===== src/rtl/uart_pkg.sv =====
// Shared types and helpers for the UART transmit/receive blocks.
package uart_pkg;

    localparam int MIN_DIV = 2;

    typedef enum logic [1:0] {
        PAR_NONE = 2'd0,
        PAR_EVEN = 2'd1,
        PAR_ODD  = 2'd2
    } parity_t;

    typedef enum logic [2:0] {
        IDLE,
        START,
        DATA,
        PARITY,
        STOP
    } tx_state_t;

    // Zero-padding the payload to 9 bits leaves the XOR unchanged.
    function automatic logic parity_bit(input logic [8:0] data, input parity_t par);
        case (par)
            PAR_EVEN: return ^data;
            PAR_ODD:  return ~^data;
            default:  return 1'b0;
        endcase
    endfunction

    // The reserved encoding 2'b11 behaves as no parity.
    function automatic parity_t decode_parity(input logic [1:0] cfg);
        case (cfg)
            2'b01:   return PAR_EVEN;
            2'b10:   return PAR_ODD;
            default: return PAR_NONE;
        endcase
    endfunction

endpackage


===== src/rtl/uart_baud_tick.sv =====
// Bit-period timer: restarts on load, flags the last cycle of every bit period.
module uart_baud_tick
    import uart_pkg::*;
#(
    parameter int DIV_WIDTH = 16
) (
    input  logic                 clock,
    input  logic                 reset_n,
    input  logic                 load,
    input  logic [DIV_WIDTH-1:0] div,
    output logic                 bit_end
);

    localparam logic [DIV_WIDTH-1:0] ONE  = DIV_WIDTH'(1);
    localparam logic [DIV_WIDTH-1:0] DMIN = DIV_WIDTH'(MIN_DIV);

    logic [DIV_WIDTH-1:0] div_q;
    logic [DIV_WIDTH-1:0] cnt_q;
    logic [DIV_WIDTH-1:0] div_eff;

    assign div_eff = (div < DMIN) ? DMIN : div;
    assign bit_end = (cnt_q == div_q - ONE);

    always_ff @(posedge clock or negedge reset_n) begin
        if (!reset_n) begin
            cnt_q <= '0;
            div_q <= DMIN;
        end else if (load) begin
            cnt_q <= '0;
            div_q <= div_eff;
        end else if (bit_end) begin
            cnt_q <= '0;
        end else begin
            cnt_q <= cnt_q + ONE;
        end
    end

endmodule


===== src/rtl/uart_tx_frame.sv =====
// Runtime-configurable UART transmitter with a one-entry holding buffer
// so that back-to-back frames leave no idle gap on the line.
module uart_tx_frame
    import uart_pkg::*;
#(
    parameter int DATA_BITS = 8,
    parameter int DIV_WIDTH = 16
) (
    input  logic                 clock,
    input  logic                 reset_n,
    input  logic [DIV_WIDTH-1:0] cfg_div,
    input  logic [1:0]           cfg_parity,
    input  logic                 cfg_stop2,
    input  logic [DATA_BITS-1:0] s_data,
    input  logic                 s_valid,
    output logic                 s_ready,
    output logic                 tx,
    output logic                 tx_busy,
    output logic                 tx_done
);

    localparam int IDX_W = $clog2(DATA_BITS);
    localparam logic [IDX_W-1:0] LAST_IDX = IDX_W'(DATA_BITS - 1);

    tx_state_t            state_q, state_n;
    logic [DATA_BITS-1:0] shift_q, shift_n;
    logic [DATA_BITS-1:0] data_q, data_n;
    logic [DATA_BITS-1:0] hold_q, hold_n;
    logic [DATA_BITS-1:0] load_data;
    parity_t              par_q, par_n;
    logic                 stop2_q, stop2_n;
    logic [IDX_W-1:0]     bit_idx_q, bit_idx_n;
    logic                 stop_idx_q, stop_idx_n;
    logic                 hold_valid_q, hold_valid_n;
    logic                 tx_q, tx_n;
    logic                 done_q, done_n;
    logic                 accept, direct, load, bit_end;
    logic [8:0]           par_data;

    uart_baud_tick #(.DIV_WIDTH(DIV_WIDTH)) u_baud (
        .clock   (clock),
        .reset_n (reset_n),
        .load    (load),
        .div     (cfg_div),
        .bit_end (bit_end)
    );

    always_comb begin
        state_n      = state_q;
        shift_n      = shift_q;
        data_n       = data_q;
        par_n        = par_q;
        stop2_n      = stop2_q;
        bit_idx_n    = bit_idx_q;
        stop_idx_n   = stop_idx_q;
        hold_n       = hold_q;
        hold_valid_n = hold_valid_q;
        done_n       = 1'b0;
        load         = 1'b0;
        direct       = 1'b0;
        load_data    = s_data;
        accept       = s_valid && !hold_valid_q;

        case (state_q)
            IDLE: if (accept) direct = 1'b1;
            START: if (bit_end) begin
                state_n   = DATA;
                bit_idx_n = '0;
            end
            DATA: if (bit_end) begin
                shift_n = shift_q >> 1;
                if (bit_idx_q == LAST_IDX) begin
                    state_n    = (par_q != PAR_NONE) ? PARITY : STOP;
                    stop_idx_n = 1'b0;
                end else begin
                    bit_idx_n = bit_idx_q + 1'b1;
                end
            end
            PARITY: if (bit_end) begin
                state_n    = STOP;
                stop_idx_n = 1'b0;
            end
            STOP: if (bit_end) begin
                if (stop2_q && !stop_idx_q) begin
                    stop_idx_n = 1'b1;
                end else begin
                    done_n  = 1'b1;
                    state_n = IDLE;
                    if (hold_valid_q) begin
                        load         = 1'b1;
                        load_data    = hold_q;
                        hold_valid_n = 1'b0;
                    end else if (accept) begin
                        direct = 1'b1;
                    end
                end
            end
            default: state_n = IDLE;
        endcase

        if (direct) begin
            load = 1'b1;
        end else if (accept) begin
            hold_n       = s_data;
            hold_valid_n = 1'b1;
        end

        // Configuration is sampled only here, so mid-frame changes wait for the next frame.
        if (load) begin
            state_n = START;
            shift_n = load_data;
            data_n  = load_data;
            par_n   = decode_parity(cfg_parity);
            stop2_n = cfg_stop2;
        end

        par_data                = '0;
        par_data[DATA_BITS-1:0] = data_n;

        // tx is registered from the next state so the line changes on the same edge as the state.
        case (state_n)
            START:   tx_n = 1'b0;
            DATA:    tx_n = shift_n[0];
            PARITY:  tx_n = parity_bit(par_data, par_n);
            default: tx_n = 1'b1;
        endcase
    end

    always_ff @(posedge clock or negedge reset_n) begin
        if (!reset_n) begin
            state_q      <= IDLE;
            shift_q      <= '0;
            data_q       <= '0;
            hold_q       <= '0;
            par_q        <= PAR_NONE;
            stop2_q      <= 1'b0;
            bit_idx_q    <= '0;
            stop_idx_q   <= 1'b0;
            hold_valid_q <= 1'b0;
            tx_q         <= 1'b1;
            done_q       <= 1'b0;
        end else begin
            state_q      <= state_n;
            shift_q      <= shift_n;
            data_q       <= data_n;
            hold_q       <= hold_n;
            par_q        <= par_n;
            stop2_q      <= stop2_n;
            bit_idx_q    <= bit_idx_n;
            stop_idx_q   <= stop_idx_n;
            hold_valid_q <= hold_valid_n;
            tx_q         <= tx_n;
            done_q       <= done_n;
        end
    end

    assign tx      = tx_q;
    assign tx_done = done_q;
    assign s_ready = !hold_valid_q;
    assign tx_busy = (state_q != IDLE) || hold_valid_q;

endmodule

===== config.mk =====
export PLATFORM = sky130hd
export DESIGN_NAME = uart_tx_frame
export DESIGN_NICKNAME = d
export VERILOG_FILES = /design/src/rtl/uart_pkg.sv /design/src/rtl/uart_baud_tick.sv /design/src/rtl/uart_tx_frame.sv
export SDC_FILE = /design/constraint.sdc
export NUM_CORES = 1
export LEC_CHECK = 0
export CAP_MARGIN = 20
export CORE_MARGIN = 2
export CORE_UTILIZATION = 50
export DETAILED_ROUTE_END_ITERATION = 12
export GPL_ROUTABILITY_DRIVEN = 1
export PLACE_DENSITY = 0.76
export SLEW_MARGIN = 10
export SYNTH_ARGS = -nofsm -noshare
export SYNTH_HDL_FRONTEND = slang
export SYNTH_HIERARCHICAL = 1
export SYNTH_SLANG_ARGS = --single-unit

===== constraint.sdc =====
create_clock -name clock -period 6 [get_ports clock]
set_input_delay 0.9 -clock clock [delete_from_list [all_inputs] [get_ports clock]]
set_output_delay 0.9 -clock clock [all_outputs]
set_load 0.01 [all_outputs]

==> results.ini <==
[floorplan]
die_area_um2=8400
rows=31
die_h_um=91.7
die_x_um=91.7
start_util=0.524
core_um2=7330
io_pins=34

[timing]
period_needed_ns=5.05
period_share=0.842
setup-tns-final_ns=0
slew_headroom=0.383
hold_ws_ns=0.501
timing.final.ws_setup_ns=0.948
hold_viol=0
setup_viol=0
tightest_slew_ns=0.925
fmax_ghz=0.198
clock_skew_ns=0.00851
rsz0062_at_grt=no
slew_violations=0

[yosys]
syn-num-nets=405
postSynth.asyncResetShare=1.00
ys_types=65
synth_edf_count=0
yosysTopAreaCellShare=0.436
yosysSeqAreaShare=0.450
netlist_instances=371
ys_ff_latch=69
synth_warnings=6
syn_avg_cell_area_um2=10.4
netlist_area_um2=3840
yosys-top-cells-area=dfrtp_1, mux2_2, xnor2_1, nor2_1, xor2_1
yosysTopAreaCell=dfrtp_1
synth_top_flop_cell=dfrtp_1

[final_layout]
final_common_cell=dfrtp_1
postLayoutCellArea_um2=4420
final_net_count=440
diodes=0
synthToLayoutAreaGrowth_pct=15.1
layout_common_cells=dfrtp_1, nor2_1, clkdlybuf4s50_1
drive_gt1_frac=0.148
fill_cells=590

[route]
dr.first_iter.drc_count=254
drc=0
routed_wl_um=8040
via_per_inst=5.69
vias=2900
drt_first_pass_iters=5
ant_nets=0
routedWlPerCell_um=15.8

[critical_path]
crit_type=reg -> reg
cpPeakStageDelay_ns=0.52
endpoint_kind=flip-flop
crit_arrival_ns=5.34
start_kind=flip-flop
r2r_cells=17
worst_path_max_delay_cell=or4b_4
r2r-start=u_baud/div_q[0]
critical_path.cell_chain=inv_1 > ha_1 > or4b_4 > o41ai_1 > nand4_1 > nor4_1 > buf_4 > inv_1 > o21ai_0 > nand3_2 > clkinv_1 > buf_4 > nor2_1 > a21oi_1 > xnor3_1 > mux2i_1 > o21ai_1
r2r_end=tx
rrSetupSlack_ns=0.95
endpoint=tx
critPathLaunch=u_baud/div_q[0]
path_max_fanout=24
critPathRequiredTime_ns=6.29

[global_route]
grt_pass1_vias=2736
grt_pass1_wl_um=13300
grt_use_total=0.203
grt_max_degree=70
overflow=0
antenna_found_initial=0

[power]
max-vdd-ir-drop_mv=0.157
power_leakage_uw=0.00188
power.total_uw=980
p_per_area_nw_per_um2=222

[status]
status=finished clean

[place]
post-dp-hpwl_um=5890
dpl_worst_slack_ns=1.12
portBuffers=33
place_area_um2=4250
gp_congestion=0.957

[cts]
clk_transition_reported_paths_ns=0.08
cts_tree=done
cts_buffer_depth=2
root_buffer=clkbuf_8
clock_latency_ns=0.36
cts_inserted_buffers=9
ctsHoldBuffers=0
cts.sinks=69
cts_resized=0
cts-htree-levels=3
cts_setup_buffers=0

[min_path]
worstHoldStart=data_q[3]
hold_class=reg -> reg

[job]
drv_cap=0

[routing by layer]
layer | wire length [um] | vias up | global-route usage
met5 | 0 | - | 0
met3 | 523 | 20 | 0.0411
met4 | 209 | 0 | 0.106
met2 | 3520 | 93 | 0.295
li1 | - | 1387 | -
met1 | 3780 | 1400 | 0.288
[worst min path at each step]
stage	to	slack, ns	depth (start not counted)
global route	hold_q[7]	0.52	1
CTS	data_q[5]	0.51	1
finish	data_q[3]	0.50	1
floorplan	stop2_q	0.46	2
global placement	data_q[3]	0.48	1
detailed placement	shift_q[7]	0.49	1
[power by group]
| part | total [uW] | internal (uW) | switching, uW |
|---|---|---|---|
| sequential | 520 | 495 | 25.5 |
| combinational | 121 | 70.1 | 51.1 |
| clock | 339 | 151 | 188 |
[Yosys cell counts, drive strengths merged (9+ instances only)]
library cell / instances
nor3: 11
nor2: 40
dfrtp: 67
o21ai: 13
nor2b: 9
mux2: 26
nand2: 24
mux2i: 12
xor2: 17
nand3: 11
inv: 17
xnor2: 24
[stage by stage]
stage,cells,util
global route,510,0.603
CTS,510,0.603
detailed placement,494,0.579
finish,510,0.603
global placement,494,0.579
floorplan,371,-
[cell type report]
cell class / instances / area [um^2] / share of cell area
Multi-Input combinational cell: 272 / 1980 / 0.448
Sequential cell: 69 / 1730 / 0.391
Clock buffer: 9 / 124 / 0.0280
Timing Repair Buffer: 36 / 348 / 0.0786
Clock inverter: 7 / 51.3 / 0.0116
Inverter: 18 / 67.6 / 0.0153
Tap cell: 99 / 124 / 0.0280
[logic make-up after synthesis]
family | Yosys count | share of synthesized area
AND/OR/NAND/NOR | 131 | 0.180
flip-flops | 69 | 0.450
AO/OA/AOI/OAI | 57 | 0.112
XOR/XNOR | 42 | 0.0993
multiplexers | 38 | 0.111
buffers and inverters | 30 | 0.0348
adder cells (fa/ha/maj) | 4 | 0.0130
[sequential cells by signal, summed over array words and instances, names as in the netlist, 2 cells and up]
| signal | cells |
|---|---|
| data_q | 8 |
| hold_q | 8 |
| u_baud/cnt_q | 16 |
| par_q | 2 |
| bit_idx_q | 3 |
| state_q | 3 |
| u_baud/div_q | 16 |
| shift_q | 8 |
[critical path: cells and delay by family, from the launching register on]
family	cells	cell delay (ns)
flip-flops	1	0.43
AND/OR/NAND/NOR	5	1.62
multiplexers	1	0.13
buffers and inverters	5	1.02
XOR/XNOR	1	0.44
AO/OA/AOI/OAI	4	1.14
adder cells (fa/ha/maj)	1	0.21
No activity file was read; power rests on OpenSTA's default activity.
